`src/rtl/qmult_arbiter.sv`:
```
// qmult_arbiter
//   Four requesters share one sign-magnitude Q-format multiplier. A round-robin
//   arbiter grants one request at a time. The FSM then steps IDLE -> MULT -> HOLD.
//   The response is held in HOLD until the consumer accepts it.
// Ports:
//   i_clk, i_rst        clock, synchronous active-high reset
//   i_req_valid/a/b     per-requester operand pairs (requester k at [k*N +: N])
//   o_req_ready         one-hot accept strobe, IDLE only
//   o_rsp_valid/id/
//   o_rsp_result/ovr    response held until i_rsp_ready
//   i_rsp_ready         consumer ready
//   o_busy              FSM not in IDLE
module qmult_arbiter #(
  parameter int N    = 32,
  parameter int Q    = 15,
  parameter int NREQ = 4
) (
  input  logic              i_clk,
  input  logic              i_rst,
  input  logic [NREQ-1:0]   i_req_valid,
  output logic [NREQ-1:0]   o_req_ready,
  input  logic [NREQ*N-1:0] i_req_a,
  input  logic [NREQ*N-1:0] i_req_b,
  output logic              o_rsp_valid,
  output logic [1:0]        o_rsp_id,
  output logic [N-1:0]      o_rsp_result,
  output logic              o_rsp_ovr,
  input  logic              i_rsp_ready,
  output logic              o_busy
);

  localparam int PW = 2*N-2;

  typedef enum logic [1:0] {IDLE, MULT, HOLD} state_t;

  state_t         r_state, w_next;
  logic [1:0]     r_ptr;
  logic [N-1:0]   r_a, r_b;
  logic [1:0]     r_id;
  logic [N-1:0]   r_res;
  logic           r_ovr;
  logic [1:0]     r_rsp_id;

  logic           w_grant;
  logic [1:0]     w_gnt_id;
  logic [1:0]     w_idx;
  logic [PW-1:0]  w_prod;
  logic [N-1:0]   w_res;
  logic           w_ovr;

  // Round-robin pick: scan offsets from the highest down so that the smallest
  // offset from the pointer is the one left standing.
  always_comb begin
    w_grant  = 1'b0;
    w_gnt_id = 2'd0;
    w_idx    = 2'd0;
    for (int i = NREQ-1; i >= 0; i--) begin
      w_idx = r_ptr + 2'(i);
      if (i_req_valid[w_idx]) begin
        w_grant  = 1'b1;
        w_gnt_id = w_idx;
      end
    end
  end

  always_comb begin
    w_next      = r_state;
    o_req_ready = '0;
    case (r_state)
      IDLE: if (w_grant && !i_rst) begin
        o_req_ready[w_gnt_id] = 1'b1;
        w_next                = MULT;
      end
      MULT: w_next = HOLD;
      HOLD: if (i_rsp_ready) w_next = IDLE;
      default: w_next = IDLE;
    endcase
  end

  // Magnitude product, truncated to Q fractional bits. Any bit above the result
  // magnitude raises ovr. Negative zero passes through unchanged.
  assign w_prod = PW'(r_a[N-2:0]) * PW'(r_b[N-2:0]);
  assign w_res  = {r_a[N-1] ^ r_b[N-1], w_prod[N-2+Q:Q]};
  assign w_ovr  = |w_prod[PW-1:N-1+Q];

  always_ff @(posedge i_clk) begin
    if (i_rst) begin
      r_state  <= IDLE;
      r_ptr    <= 2'd0;
      r_a      <= '0;
      r_b      <= '0;
      r_id     <= 2'd0;
      r_res    <= '0;
      r_ovr    <= 1'b0;
      r_rsp_id <= 2'd0;
    end else begin
      r_state <= w_next;
      if (r_state == IDLE && w_grant) begin
        r_a   <= i_req_a[w_gnt_id*N +: N];
        r_b   <= i_req_b[w_gnt_id*N +: N];
        r_id  <= w_gnt_id;
        r_ptr <= w_gnt_id + 2'd1;
      end
      if (r_state == MULT) begin
        r_res    <= w_res;
        r_ovr    <= w_ovr;
        r_rsp_id <= r_id;
      end
    end
  end

  assign o_rsp_valid  = (r_state == HOLD);
  assign o_rsp_id     = r_rsp_id;
  assign o_rsp_result = r_res;
  assign o_rsp_ovr    = r_ovr;
  assign o_busy       = (r_state != IDLE);

endmodule

```
`config.mk`:
```
export PLATFORM = sky130hd
export DESIGN_NAME = qmult_arbiter
export DESIGN_NICKNAME = d
export VERILOG_FILES = /design/src/rtl/qmult_arbiter.sv
export SDC_FILE = /design/constraint.sdc
export NUM_CORES = 2
export LEC_CHECK = 0
export ABC_AREA = 1
export BUFFER_PORTS_ARGS = -buffer_cell sky130_fd_sc_hd__buf_2
export CORE_MARGIN = 1
export CORE_UTILIZATION = 60
export DETAILED_ROUTE_END_ITERATION = 8
export PLACE_DENSITY = 0.84
export SLEW_MARGIN = 40
export SYNTH_ARGS = -nofsm -noshare
export SYNTH_HDL_FRONTEND = slang
export SYNTH_SLANG_ARGS = --single-unit
```
`constraint.sdc`:
```
create_clock -name i_clk -period 9.3 [get_ports i_clk]
set_input_delay 0.465 -clock i_clk [delete_from_list [all_inputs] [get_ports i_clk]]
set_output_delay 0.465 -clock i_clk [all_outputs]
set_load 0.01 [all_outputs]
```
==> results.yml <==
worst_setup_path:
  crit_required_ns: 9.65
  cpLargestDelayFamily: "adder cells"
  r2r_slack_ns: 1.31
  cp_num_buf_inv: 8
  worst_path_largest_cell_delay_ns: 0.91
  crit_path_top_delay_cell: "dfxtp_1"
  cp-start-kind: "flop"
  end_kind: "flop"
  cp.arrival_ns: 8.34
  path_class: "reg -> reg"
  cp_common_cell: "fa_1"
  worst-path-max-fanout: 19
synthesis:
  yosysWarnings: 0
  syn_area_um2: 39800
  ys_types: 38
  ys_ff_latch: 105
  avgSynthCellArea_um2: 7.09
  synthTopCellsByArea: "fa_1 (42%), inv_1 (17%), nand2_1 (14%), ha_1 (8.1%), dfxtp_1 (5.3%)"
  async_flop_share_pct: 0
  ys_seq_area_share_pct: 5.28
  synth_most_common_cell: "inv_1"
  synth_top_area_share_pct: 42.1
  synth_common_cells: "inv_1 (1,778), nand2_1 (1,461), fa_1 (836)"
  synth_edf_count: 0
  synth_top_cell_by_area: "fa_1"
  syn-num-nets: 6963
  synth_ff_type: "dfxtp_1"
  netlist_instances: 5608
min_path:
  holdCritPathClass: "in -> reg"
drt:
  first_pass_iters: 8
  postRouteAntennaNets: 0
  vias_per_cell: 5.31
  drt_iter0_drc: 3109
  wl_per_cell_um: 18.3
  routed_wl_um: 121000
  vias: 35100
  drcViolationCount: 0
cells_and_area:
  layout.nets: 7097
  drive_gt1_share_pct: 7.86
  final_cell_area_um2: 42300
  synthToLayoutAreaGrowth_pct: 6.42
  fill_cells: 5575
floorplan:
  dieArea_um2: 67300
  die_h_um: 260
  core_area_um2: 65600
  rows: 94
  start_util_pct: 60.6
  die_w_um: 260
  io_pins: 304
flow_run:
  max_cap_violations: 0
clocking:
  clock_sinks: 105
  cts_hold_buf: 0
  cts_tree: "yes"
  root_buffer: "clkbuf_16"
  cts_buffer_depth: 2
  clock_latency_ns: 0.41
  path_clk_slew_ns: 0.10
  post_cts_resize_count: 0
  cts_setup_buffers: 0
  cts_buffers: 9
  htreeDepth: 3
timing:
  setup_tns_ns: 0
  report.final.slew_viol_count: 0
  worst_pin_slew_ns: 0.924
  slew_headroom_pct: 38.3
  clock_skew_ns: 0.0209
  rsz0062_at_grt: "false"
  min_period_over_period_pct: 85.9
  timing.final.crit_period_ns: 7.99
  finalHoldViolCount: 0
  setup_viol: 0
  fmax_ghz: 0.125
placement:
  io_buffer_count: 303
  dp_hpwl_um: 101000
  post_dp_cell_area_um2: 41900
  gp_congestion: 0.986
global_routing:
  grt_pass1_wl_um: 193000
  track_usage_pct: 37.4
  grt_max_degree: 96
  overflow: 0
  grt_pass1_vias: 36800
  antenna_found_initial: 5
outcome:
  status: "finished, final reports clean"
==> final timing paths <==
check,start,end,depth (start not counted)
max,r_a[7]$_SDFFE_PP0P_,o_rsp_result[21]$_SDFFE_PP0N_,26
min,i_rsp_ready,r_state[1]$_SDFFE_PP0P_,4
max reg2reg,r_a[7]$_SDFFE_PP0P_,o_rsp_result[21]$_SDFFE_PP0N_,26
min reg2reg,o_rsp_id[0]$_SDFFE_PP0N_,o_rsp_id[0]$_SDFFE_PP0N_,2
==> worst min-delay path: stages <==
cell and delay, ns:
buf_2 0.08, inv_1 0.03, nand2_1 0.05, a21oi_1 0.05
==> logic make-up after synthesis <==
logic type	synth area share [%]
buffers and inverters	19.6
flip-flops	5.28
AND/OR/NAND/NOR	19.0
AO/OA/AOI/OAI	5.20
XOR/XNOR	0.836
adder cells (fa/ha/maj)	50.1
==> per-stage QoR <==
stage               worst slack [ns]  hold slack (ns)  util [%]  cells
floorplan                       2.80            0.463         -   5608
global placement                1.54            0.467      63.9   6594
detailed placement              1.57            0.484      63.9   6594
CTS                             1.55            0.306      64.4   6610
global route                    1.11            0.332      64.5   6611
finish                          1.31            0.315      64.5   6612
==> layout by cell type (no fill, tap or decap), types with 15 or more instances in the layout <==
cell | netlist | layout
a31oi_1 | 31 | 31
ha_1 | 256 | 256
dfxtp_1 | 105 | 80
nand3_1 | 72 | 72
xnor2_1 | 16 | 16
or2_2 | 16 | 16
inv_1 | 1778 | 1777
o211ai_1 | 29 | 29
xor2_1 | 22 | 22
o21ai_0 | 138 | 138
a21oi_1 | 104 | 104
dfxtp_2 | 0 | 20
nor2_1 | 362 | 362
buf_2 | 20 | 303
buf_4 | 4 | 76
nand2_1 | 1461 | 1458
fa_1 | 836 | 836
o21bai_1 | 15 | 15
o21ai_1 | 62 | 62
==> flip-flops by register name, summed over array words and instances (netlist names) <==
name          cells
o_rsp_ovr         1
r_id              2
o_rsp_id          2
r_state           2
r_a              32
r_ptr             2
o_rsp_result     32
r_b              32
==> area by class of cell <==
class	instances	area, um^2	share of cell area [%]
tap	864	1080	2.55
timing repair buffer	382	2150	5.09
clock inverter	7	135	0.319
clock buffer	9	225	0.532
inverter	1782	6690	15.8
multi-input combinational	3462	29900	70.6
sequential	105	2150	5.07
antenna	1	2.50	0.00591
==> metal layers <==
metal / wire length (um) / up-vias / part of all wire (%) / GRT usage (%)
met3: 14200 / 271 / 12 / 9.65
met4: 3990 / 8 / 3.3 / 13.1
met2: 55900 / 1996 / 46 / 60.4
met1: 46600 / 17000 / 39 / 48.7
li1: - / 15900 / - / -
met5: 54 / - / 0.045 / 0
Power is not shown: default switching activity piles up to over one toggle a cycle in this logic, so the estimate is an artifact.
